--- src/rtl/uncache_axi_bridge.sv ---
// uncache_axi_bridge: converts the uncache controller's single-word rd_req/wr_req
// handshake into single-beat AXI4 master transactions, one outstanding at a time.
// ARLEN/AWLEN=0, ARBURST/AWBURST=INCR and all IDs=0 are tied off where the bridge
// is integrated. RID, RLAST, RRESP and BRESP are not ported, so error responses
// are ignored.
module uncache_axi_bridge (
    input  logic        clk,
    input  logic        rst,
    // uncache controller side
    input  logic        rd_req,
    input  logic [31:0] rd_addr,
    input  logic [2:0]  rd_size,
    output logic        rd_rdy,
    output logic        ret_valid,
    output logic [31:0] ret_data,
    input  logic        wr_req,
    input  logic [31:0] wr_addr,
    input  logic [2:0]  wr_size,
    input  logic [3:0]  wr_strb,
    input  logic [31:0] wr_data,
    output logic        wr_rdy,
    // AXI read address / data
    output logic [31:0] araddr,
    output logic [2:0]  arsize,
    output logic        arvalid,
    input  logic        arready,
    input  logic [31:0] rdata,
    input  logic        rvalid,
    output logic        rready,
    // AXI write address / data / response
    output logic [31:0] awaddr,
    output logic [2:0]  awsize,
    output logic        awvalid,
    input  logic        awready,
    output logic [31:0] wdata,
    output logic [3:0]  wstrb,
    output logic        wlast,
    output logic        wvalid,
    input  logic        wready,
    input  logic        bvalid,
    output logic        bready
);

    typedef enum logic [2:0] {
        ST_IDLE,
        ST_AR,
        ST_R,
        ST_RET,
        ST_AW_W,
        ST_B
    } state_t;

    state_t      state_q, state_d;
    logic [31:0] addr_q;
    logic [2:0]  size_q;
    logic [31:0] data_q;
    logic [3:0]  strb_q;
    logic        aw_done_q;
    logic        w_done_q;

    logic rd_accept;
    logic wr_accept;
    logic aw_fire;
    logic w_fire;

    // Handshake decode; a read wins when both requests arrive together.
    assign rd_rdy    = (state_q == ST_IDLE);
    assign wr_rdy    = (state_q == ST_IDLE) && !rd_req;
    assign rd_accept = rd_rdy && rd_req;
    assign wr_accept = wr_rdy && wr_req;

    // Valids and readies decode straight from state so reset clears them at once.
    assign arvalid   = (state_q == ST_AR);
    assign rready    = (state_q == ST_R);
    assign ret_valid = (state_q == ST_RET);
    assign awvalid   = (state_q == ST_AW_W) && !aw_done_q;
    assign wvalid    = (state_q == ST_AW_W) && !w_done_q;
    assign wlast     = wvalid;
    assign bready    = (state_q == ST_B);
    assign aw_fire   = awvalid && awready;
    assign w_fire    = wvalid && wready;

    // Payloads come only from the capture registers, so they hold under valid.
    assign araddr = addr_q;
    assign arsize = size_q;
    assign awaddr = addr_q;
    assign awsize = size_q;
    assign wdata  = data_q;
    assign wstrb  = strb_q;

    // State register.
    always_ff @(posedge clk or posedge rst) begin
        // NOTE: sequential state uses non-blocking assignments so every flop
        // samples pre-edge values regardless of statement order.
        if (rst) state_q <= ST_IDLE;
        else     state_q <= state_d;
    end

    // Next-state logic.
    always_comb begin
        // NOTE: default first, so no path through the case leaves state_d
        // unassigned and infers a latch.
        state_d = state_q;
        case (state_q)
            ST_IDLE: begin
                if (rd_accept)      state_d = ST_AR;
                else if (wr_accept) state_d = ST_AW_W;
            end
            ST_AR:   if (arready) state_d = ST_R;
            ST_R:    if (rvalid)  state_d = ST_RET;
            ST_RET:  state_d = ST_IDLE;
            ST_AW_W: begin
                // Channels may finish together or in separate cycles.
                if ((aw_done_q || aw_fire) && (w_done_q || w_fire)) state_d = ST_B;
            end
            ST_B:    if (bvalid) state_d = ST_IDLE;
            default: state_d = ST_IDLE;
        endcase
    end

    // Request capture registers; the read and write paths share address/size.
    always_ff @(posedge clk or posedge rst) begin
        // NOTE: these are ordinary flops, not a memory, so they are reset to
        // give deterministic AXI payloads out of reset.
        if (rst) begin
            addr_q <= '0;
            size_q <= '0;
            data_q <= '0;
            strb_q <= '0;
        end else if (rd_accept) begin
            addr_q <= rd_addr;
            size_q <= rd_size;
        end else if (wr_accept) begin
            addr_q <= wr_addr;
            size_q <= wr_size;
            data_q <= wr_data;
            strb_q <= wr_strb;
        end
    end

    // Per-channel completion flags for the write address and data channels.
    always_ff @(posedge clk or posedge rst) begin
        if (rst) begin
            aw_done_q <= 1'b0;
            w_done_q  <= 1'b0;
        end else if (wr_accept) begin
            aw_done_q <= 1'b0;
            w_done_q  <= 1'b0;
        end else begin
            if (aw_fire) aw_done_q <= 1'b1;
            if (w_fire)  w_done_q  <= 1'b1;
        end
    end

    // Read data register, presented during the one-cycle ret_valid pulse.
    always_ff @(posedge clk or posedge rst) begin
        if (rst)                               ret_data <= '0;
        else if ((state_q == ST_R) && rvalid)  ret_data <= rdata;
    end

endmodule

--- config.mk ---
export PLATFORM = sky130hd
export DESIGN_NAME = uncache_axi_bridge
export DESIGN_NICKNAME = d
export VERILOG_FILES = /design/src/rtl/uncache_axi_bridge.sv
export SDC_FILE = /design/constraint.sdc
export NUM_CORES = 1
export LEC_CHECK = 0
export BUFFER_PORTS_ARGS = -buffer_cell sky130_fd_sc_hd__buf_2
export CAP_MARGIN = 40
export CORE_MARGIN = 1.5
export CORE_UTILIZATION = 31
export CTS_BUF_LIST = sky130_fd_sc_hd__clkbuf_8
export CTS_CLUSTER_DIAMETER = 50
export CTS_CLUSTER_SIZE = 20
export DETAILED_ROUTE_END_ITERATION = 8
export PLACE_DENSITY = 0.7
export SETUP_SLACK_MARGIN = 0.15
export SYNTH_ARGS = -nofsm -noshare
export SYNTH_HDL_FRONTEND = slang
export SYNTH_SLANG_ARGS = --single-unit
--- constraint.sdc ---
create_clock -name clk -period 5.3 [get_ports clk]
set_clock_uncertainty 0.1 [all_clocks]
set_input_delay 1.06 -clock clk [delete_from_list [all_inputs] [get_ports clk]]
set_output_delay 1.06 -clock clk [all_outputs]
set_load 0.05 [all_outputs]
==> flow_metrics.env <==
export IMPL_port_buffer_count=293
export IMPL_max_freq_mhz=314
export IMPL_hold_path_class="flop to flop"
export IMPL_grt_antenna_before_repair=0
export IMPL_post_route_min_period_ns=3.19
export IMPL_drtIter0Drc=141
export IMPL_drive_gt1_frac=0.617
export IMPL_viasPerCell=4.72
export IMPL_drcViolationCount=0
export IMPL_slew_headroom=0.592
export IMPL_rr_worst_depth=5
export IMPL_totalWireLength_um=13000
export IMPL_grt_max_degree=48
export IMPL_gp_congestion=0.743
export IMPL_synth_edf_count=0
export IMPL_antenna_cells=0
export IMPL_yosysSeqAreaShare=0.551
export IMPL_grt_pass1_wl_um=19700
export IMPL_slew_violations=0
export IMPL_hold_viol=0
export IMPL_fp_dieArea_um2=16600
export IMPL_gr_total_overflow=0
export IMPL_setup_viol=0
export IMPL_cp_arrival_ns=2.03
export IMPL_wl_per_cell_um=15.4
export IMPL_synthDistinctLibCells=27
export IMPL_first_pass_iters=4
export IMPL_dpl_hpwl_um=9660
export IMPL_vias=3990
export IMPL_post_dp_cell_area_um2=6320
export IMPL_async_flop_share=1.00
export IMPL_setup_tns_ns=0
export IMPL_syn_inst=381
export IMPL_start_util=0.320
export IMPL_cts_tree="yes"
export IMPL_die_h_um=129
export IMPL_cp_max_fo=37
export IMPL_ios=294
export IMPL_rows=45
export IMPL_stdcell_count=846
export IMPL_die_x_um=129
export IMPL_critPathCaptureType="output port"
export IMPL_holdPathStages=1
export IMPL_worstMarginPinSlew_ns=0.612
export IMPL_status="completed"
export IMPL_syn_to_final_growth_pct=32.7
export IMPL_rsz0062_at_grt="no"
export IMPL_ys_flop_type="dfrtp_1"
export IMPL_drv_cap=0
export IMPL_cts_setup_buffers=0
export IMPL_ys_seq_elements=108
export IMPL_synth_nets=528
export IMPL_core_area_um2=15300
export IMPL_hold_ws_ns=0.409
export IMPL_crit_type="flop to output port"
export IMPL_cp_data_required_time_ns=4.14
export IMPL_finalCritPeriodShare=0.601
export IMPL_reg2reg_from="state_q[2]"
export IMPL_clock_path_buffers=2
export IMPL_ant_nets=0
export IMPL_cts_buffers=9
export IMPL_cp_start_kind="flop"
export IMPL_clk_pin_slew_ns=0.10
export IMPL_clockRootBuffer="clkbuf_8"
export IMPL_design_area_um2=6500
export IMPL_clkSinkCount=108
export IMPL_insertion_delay_ns=0.38
export IMPL_holdCritStartpoint="ret_data[13]"
export IMPL_netlist_area_um2=4900
export IMPL_avgSynthCellArea_um2=12.9
export IMPL_dpl_cell_count=830
export IMPL_grtUsageTotal=0.153
export IMPL_grt_pass1_vias=3893
export IMPL_cts_max_level=3
export IMPL_postCtsHoldBufs=0
export IMPL_yosys_warnings=0
export IMPL_cp_startpoint="state_q[2]"
export IMPL_nNetsFinal=777
export IMPL_n_fill_cell=1509
export IMPL_cts_resized=0
-- routing by layer --
layer | routed length (um) | global-route usage
met5 | 0 | 0
met4 | 377 | 0.0694
met3 | 996 | 0.0474
met2 | 6400 | 0.263
met1 | 5260 | 0.175
-- cells by family (layout without fill, tap and decap cells) --
family | count (synthesis) | count (layout) | synth area share
AOI/OAI and AO/OA | 76 | 76 | 0.124
muxes | 69 | 69 | 0.172
DFF | 108 | 108 | 0.551
buffers and inverters | 66 | 320 | 0.0934
and+or+nand+nor | 62 | 62 | 0.0595
-- sequential cells by signal, summed over array words and instances, names as in the netlist --
name and flops:
ret_data 32, arsize 3, state_q 3, araddr 32, w_done_q 1, aw_done_q 1
wstrb 4, wdata 32
-- final timing paths --
path                           endpoint  slack, ns
setup / recovery                 wr_rdy       2.11
hold / removal             ret_data[13]       0.41
setup reg to reg              wdata[30]       2.75
hold reg to reg            ret_data[13]       0.41
max in group asynchronous     wdata[27]       3.46
min in group asynchronous   ret_data[4]       0.54
-- worst max-delay path, stage by stage (launching register included) --
cell,delay (ns)
dfrtp_1,0.60
or3_1,0.39
buf_4,0.26
nor2_1,0.12
buf_2,0.27
-- placed cells by master, fill, tap and decap left out, drive strengths merged --
cell type and n:
nand2 38, buf 301, nand3 1, nor2b 5
nor3b 1, or3 1, and2 2, nor4bb 1
mux2i 1, o21bai 1, a21oi 4, clkinv 3
mux2 68, o221ai 1, clkinvlp 3, a22oi 35
a32oi 35, clkbuf 9, nor4b 2, nor2 10
dfrtp 108, inv 4, nand2b 1
-- cell usage after synthesis, types with 2 or more instances --
| master | number | area [um2] |
|---|---|---|
| a32oi_1 | 35 | 307 |
| mux2_2 | 50 | 563 |
| nand2_1 | 38 | 143 |
| buf_2 | 4 | 20.0 |
| nor2b_1 | 5 | 31.3 |
| buf_4 | 37 | 278 |
| mux2_4 | 18 | 270 |
| inv_1 | 2 | 7.51 |
| dfrtp_1 | 108 | 2700 |
| buf_6 | 2 | 22.5 |
| buf_12 | 3 | 60.1 |
| a22oi_1 | 35 | 263 |
| a21oi_1 | 4 | 20.0 |
| nor2_1 | 10 | 37.5 |
| clkbuf_1 | 17 | 63.8 |
| nor4b_2 | 2 | 30.0 |
-- through the flow --
| stage | util | setup slack [ns] |
|---|---|---|
| after floorplan | - | 1.29 |
| after global routing | 0.425 | 1.97 |
| after global placement | 0.409 | 2.53 |
| after CTS | 0.425 | 2.09 |
| after detailed placement | 0.413 | 2.53 |
| final | 0.425 | 2.11 |
-- cell type report --
class | instances | area, um2 | area share
Clock buffer | 9 | 124 | 0.0191
Multi-Input combinational cell | 207 | 1780 | 0.273
Tap cell | 211 | 264 | 0.0406
Inverter | 3 | 16.3 | 0.00250
Clock inverter | 7 | 52.6 | 0.00808
Sequential cell | 108 | 2700 | 0.416
Timing Repair Buffer | 301 | 1570 | 0.241
Power is not shown: default switching activity piles up to over one toggle a cycle in this logic, so the estimate is an artifact.
